File: config.mk
export PLATFORM = sky130hd
export DESIGN_NAME = frame_buffer_fetch
export DESIGN_NICKNAME = d
export VERILOG_FILES = /design/src/rtl/frame_buffer_fetch.sv
export SDC_FILE = /design/constraint.sdc
export NUM_CORES = 1
export LEC_CHECK = 0
export ABC_AREA = 1
export CAP_MARGIN = 15
export CORE_ASPECT_RATIO = 1.75
export CORE_MARGIN = 2
export CORE_UTILIZATION = 30
export DETAILED_ROUTE_END_ITERATION = 7
export DONT_BUFFER_PORTS = 1
export MAX_ROUTING_LAYER = met4
export SLEW_MARGIN = 20
export SYNTH_ARGS = -nofsm -noshare
export SYNTH_HDL_FRONTEND = slang
export SYNTH_SLANG_ARGS = --single-unit
export TNS_END_PERCENT = 5
File: constraint.sdc
create_clock -name clock -period 3 [get_ports clock]
set_input_delay 0.6 -clock clock [delete_from_list [all_inputs] [get_ports clock]]
set_output_delay 0.6 -clock clock [all_outputs]
set_load 0.1 [all_outputs]
File: src/rtl/frame_buffer_fetch.sv
// frame_buffer_fetch: reads a packed grayscale frame back from SRAM (four
// 8-bit pixels per 32-bit word) and streams it out one pixel at a time.
// Read requests are throttled by a credit count. A credit covers every word
// that has been requested but not yet fully unpacked, so the return FIFO
// never overflows and data_ready can simply follow the RUN state.
module frame_buffer_fetch #(
  parameter int          N_PIXEL         = 480000,
  parameter logic [17:0] BASE_ADDR       = 18'd0,
  parameter int          MAX_OUTSTANDING = 4
) (
  input  logic        clock,
  input  logic        reset,
  input  logic        start,
  output logic        start_ack,
  output logic        done,
  input  logic        done_ack,
  output logic [17:0] addr,
  output logic        addr_valid,
  input  logic        addr_ready,
  input  logic [31:0] data,
  input  logic        data_valid,
  output logic        data_ready,
  output logic [7:0]  pixel,
  output logic        pixel_valid,
  input  logic        pixel_ready
);

  localparam int CNT_W  = $clog2(N_PIXEL + 1);
  localparam int CRED_W = $clog2(MAX_OUTSTANDING + 1);
  localparam int PTR_W  = $clog2(MAX_OUTSTANDING);

  localparam logic [CNT_W-1:0]  N_WORDS  = CNT_W'(N_PIXEL / 4);
  localparam logic [CNT_W-1:0]  LAST_PIX = CNT_W'(N_PIXEL - 1);
  localparam logic [CRED_W-1:0] MAX_CRED = CRED_W'(MAX_OUTSTANDING);
  localparam logic [PTR_W-1:0]  LAST_PTR = PTR_W'(MAX_OUTSTANDING - 1);

  typedef enum logic [1:0] {IDLE, RUN, DONE} state_t;

  state_t            state;
  logic [CNT_W-1:0]  req_idx;
  logic [CNT_W-1:0]  pix_cnt;
  logic [CRED_W-1:0] credits;

  logic [31:0]       fifo_mem [MAX_OUTSTANDING];
  logic [PTR_W-1:0]  wr_ptr;
  logic [PTR_W-1:0]  rd_ptr;
  logic [CRED_W-1:0] fifo_cnt;

  logic [31:0]       unpack_reg;
  logic [1:0]        byte_idx;

  logic              req_fire;
  logic              pix_fire;
  logic              word_done;
  logic              fifo_push;
  logic              fifo_pop;
  logic [CNT_W-1:0]  req_idx_n;
  logic [CRED_W-1:0] credits_n;

  function automatic logic [PTR_W-1:0] ptr_next(input logic [PTR_W-1:0] p);
    return (p == LAST_PTR) ? '0 : p + 1'b1;
  endfunction

  // The current pixel always sits in the top byte of the unpack register.
  assign pixel = unpack_reg[31:24];

  // Handshake decode and next request index / credit count.
  always_comb begin
    req_fire  = addr_valid & addr_ready;
    pix_fire  = pixel_valid & pixel_ready;
    word_done = pix_fire & (byte_idx == 2'd3);
    fifo_push = data_valid & data_ready;
    fifo_pop  = (state == RUN) & (fifo_cnt != '0) & (~pixel_valid | word_done);
    req_idx_n = req_fire ? req_idx + 1'b1 : req_idx;
    case ({req_fire, word_done})
      2'b10:   credits_n = credits + 1'b1;
      2'b01:   credits_n = credits - 1'b1;
      default: credits_n = credits;
    endcase
  end

  // Frame FSM with registered handshake and request outputs.
  always_ff @(posedge clock or negedge reset) begin
    if (!reset) begin
      state      <= IDLE;
      start_ack  <= 1'b0;
      done       <= 1'b0;
      data_ready <= 1'b0;
      addr_valid <= 1'b0;
      addr       <= BASE_ADDR;
      req_idx    <= '0;
      pix_cnt    <= '0;
      credits    <= '0;
    end else begin
      start_ack <= 1'b0;
      case (state)
        IDLE: begin
          addr_valid <= 1'b0;
          addr       <= BASE_ADDR;
          req_idx    <= '0;
          pix_cnt    <= '0;
          credits    <= '0;
          if (start) begin
            state      <= RUN;
            start_ack  <= 1'b1;
            data_ready <= 1'b1;
          end
        end
        RUN: begin
          req_idx    <= req_idx_n;
          credits    <= credits_n;
          addr       <= BASE_ADDR + 18'(req_idx_n);
          addr_valid <= (req_idx_n < N_WORDS) && (credits_n < MAX_CRED);
          if (pix_fire) begin
            pix_cnt <= pix_cnt + 1'b1;
            if (pix_cnt == LAST_PIX) begin
              state      <= DONE;
              done       <= 1'b1;
              data_ready <= 1'b0;
              addr_valid <= 1'b0;
            end
          end
        end
        DONE: begin
          addr_valid <= 1'b0;
          if (done_ack) begin
            state <= IDLE;
            done  <= 1'b0;
          end
        end
        default: state <= IDLE;
      endcase
    end
  end

  // Return-word storage; only the pointers need clearing.
  always_ff @(posedge clock) begin
    if (fifo_push) begin
      fifo_mem[wr_ptr] <= data;
    end
  end

  // FIFO pointers plus the unpacker, which reloads without a bubble.
  always_ff @(posedge clock or negedge reset) begin
    if (!reset) begin
      wr_ptr      <= '0;
      rd_ptr      <= '0;
      fifo_cnt    <= '0;
      unpack_reg  <= '0;
      byte_idx    <= '0;
      pixel_valid <= 1'b0;
    end else if (state != RUN) begin
      wr_ptr      <= '0;
      rd_ptr      <= '0;
      fifo_cnt    <= '0;
      unpack_reg  <= '0;
      byte_idx    <= '0;
      pixel_valid <= 1'b0;
    end else begin
      if (fifo_push) begin
        wr_ptr <= ptr_next(wr_ptr);
      end
      if (fifo_pop) begin
        rd_ptr <= ptr_next(rd_ptr);
      end
      case ({fifo_push, fifo_pop})
        2'b10:   fifo_cnt <= fifo_cnt + 1'b1;
        2'b01:   fifo_cnt <= fifo_cnt - 1'b1;
        default: fifo_cnt <= fifo_cnt;
      endcase
      if (fifo_pop) begin
        unpack_reg  <= fifo_mem[rd_ptr];
        byte_idx    <= 2'd0;
        pixel_valid <= 1'b1;
      end else if (pix_fire) begin
        unpack_reg <= {unpack_reg[23:0], 8'h00};
        byte_idx   <= byte_idx + 1'b1;
        if (byte_idx == 2'd3) begin
          pixel_valid <= 1'b0;
        end
      end
    end
  end

endmodule

==> results.ini <==
[outcome]
status=finished, final reports clean

[floorplanning]
dieHeight_um=243.9
dieArea_um2=34400
die_x_um=141.1
core_area_um2=32330
start_util_pct=30.51
num_rows=87
io_pins=70

[clock_tree]
post_cts_buffers=0
insertion_delay_ns=0.52
clock_path_buffers=3
clock-root-buffer=clkbuf_16
cts.sinks=217
cts_tree=built
cts_hold_buf=2
ctsHtreeMaxLevel=1
cts_resized=0
numCtsBuffers=21
clk_pin_slew_ns=0.06

[routing]
drtIter0Drc=283
drc=0
postRouteAntennaNets=0
routed_via_density=4.916
vias=6671
first_pass_iters=5
routedWlPerCell_um=16.51
finalWirelength_um=22400

[critical_path]
critPathKind=flop to flop
worstPathArrival_ns=2.71
end_kind=flop
rr_startpoint=state[1]
critPathLaunch=state[1]
reg2regPathDepth=8
start_kind=flop
path_max_fanout=27
critPathRequiredTime_ns=3.38

[placement]
preCtsSetupSlack_ns=0.6530
io_buffer_count=0
dpl.cell_count=1317
placed_area_um2=10270
dp_hpwl_um=15130
globalplace.congestion=0.8263

[cells_and_area]
stdcell_count=1357
nets=992
antenna_cells=0
fin_util_pct=34.02
nFillCells=3181
syn_to_final_growth_pct=11.52
largest_reg_flops=128
drive_gt1_share_pct=11.70
fin_area_um2=11000

[sta]
slew_violations=0
setup_viol=0
min_period_over_period_pct=77.93
hold_viol_final=0
min_period_ns=2.338
fmax_mhz=427.7
rsz0062_at_grt=false
final.setup.worst_slack_ns=0.6621
tightest_slew_ns=0.9698
finClkSkew_ns=0.02867
relSlewSlack_pct=35.35

[logic_synthesis]
seq_area_frac_synth_pct=61.55
yosys_warnings=0
avgSynthCellArea_um2=10.43
synth-edff-count=128
syn-num-nets=996
ys.flop_type=edfxtp_1
synthCells=946
synth_cell_types=43
async_flop_share_pct=41.01
syn_area_um2=9863
ys_ff_latch=217

[global_routing]
grt_max_degree=90
grt_antenna_before_repair=0
grt_pass1_vias=6681
grt-ovfl-total=0
grt_pass1_wl_um=35290
grt_usage_pct=13.32

[min_path]
holdCritStartpoint=data[3]
hold_depth=0
min_path_type=input port to flop

[flow_run]
drv_cap=0

[power]
p_leak_nw=4.324
p_per_area_nw_per_um2=1048
irDropWorstVdd_v=0.0003692

-- cell usage after synthesis, types with 12 or more instances --
cell | n | area, um^2
dfrtp_1 | 89 | 2227
buf_4 | 27 | 202.7
nand3_1 | 41 | 205.2
nand4_1 | 20 | 125.1
o21ai_0 | 108 | 540.5
nor2_1 | 80 | 300.3
edfxtp_1 | 128 | 3844
nand2_1 | 156 | 585.6
clkbuf_1 | 20 | 75.07
inv_1 | 100 | 375.4
o22ai_1 | 34 | 212.7
a21oi_1 | 30 | 150.1
buf_2 | 12 | 60.06
-- power by group --
| part | total [W] | internal, W | switching, W |
|---|---|---|---|
| combinational | 0.00435 | 0.00115 | 0.00319 |
| sequential | 0.00452 | 0.00389 | 0.000630 |
| clock | 0.00266 | 0.00154 | 0.00112 |
| total | 0.0115 | 0.00659 | 0.00494 |
-- cell type report --
class	instances	area (um^2)	share of cell area, %
clock buffers	22	529.3	4.812
clock inverters	16	161.4	1.467
inverters	107	409.1	3.720
multi-input cells	560	3029	27.54
flip-flops and latches	217	6072	55.20
well taps	400	500.5	4.550
repair buffers	35	297.8	2.707
-- critical path: stages, from the launching register on --
cell     delay [ns]
dfrtp_1        0.46
nor2_8         0.39
inv_2          0.25
nor2_4         0.21
inv_6          0.07
nor2_8         0.22
inv_4          0.19
nand2_4        0.26
o21ai_0        0.12
-- kinds of logic after synthesis --
logic type,share of synthesized area (%)
DFF,61.55
xor gates and xnor gates,0.4440
and+or+nand+nor,15.72
buffers and inverters,7.840
AOI/OAI and AO/OA,12.90
adders and majority gates,1.548
-- cell usage in the layout (no fill, tap or decap), types with 4 or more instances in the layout --
cell,netlist,final
nand2_1,156,156
edfxtp_1,128,128
dfrtp_1,89,88
buf_4,27,32
nand3_1,41,41
a32o_1,6,6
a21oi_1,30,30
xor2_1,4,4
nor2_1,80,76
a221o_1,5,5
o22ai_2,10,10
nor2_2,4,8
ha_1,9,9
clkbuf_16,0,21
a22oi_1,4,4
clkinv_1,0,5
o22ai_1,34,34
nor2_4,5,5
inv_2,5,5
nand2_4,5,5
nand4_1,20,20
nor3_1,10,10
inv_1,100,100
o21ai_0,108,108
-- per-layer routing --
| metal | global-route usage, % | vias to the layer above | routed length, um |
|---|---|---|---|
| met4 | 5.794 | 0 | 847 |
| met5 | - | - | 0 |
| met3 | 3.400 | 48 | 1359 |
| li1 | - | 3230 | - |
| met1 | 12.77 | 3254 | 7944 |
| met2 | 24.80 | 139 | 12250 |
-- path summary, 6_finish.rpt --
check	to	slack (ns)
worst max-delay path	unpack_reg[25]	0.66
worst min-delay path	fifo_mem[2][3]	0.18
worst max register to register	unpack_reg[25]	0.66
worst min register to register	unpack_reg[7]	0.51
max in group asynchronous	pix_cnt[8]	1.95
min in group asynchronous	addr[12]	0.64
-- stage by stage --
step / total power, W / hold WS [ns] / setup TNS [ns]
3_3_place_gp: 0.008854 / 0.3087 / 0
6_report: 0.01153 / 0.1753 / 0
4_1_cts: 0.01167 / 0.1521 / 0
2_1_floorplan: 0.008036 / 0.3044 / -4.593
3_5_place_dp: 0.008950 / 0.3083 / 0
5_1_grt: 0.01223 / 0.1577 / 0
Note: power is estimated with default switching activity, not from simulation.
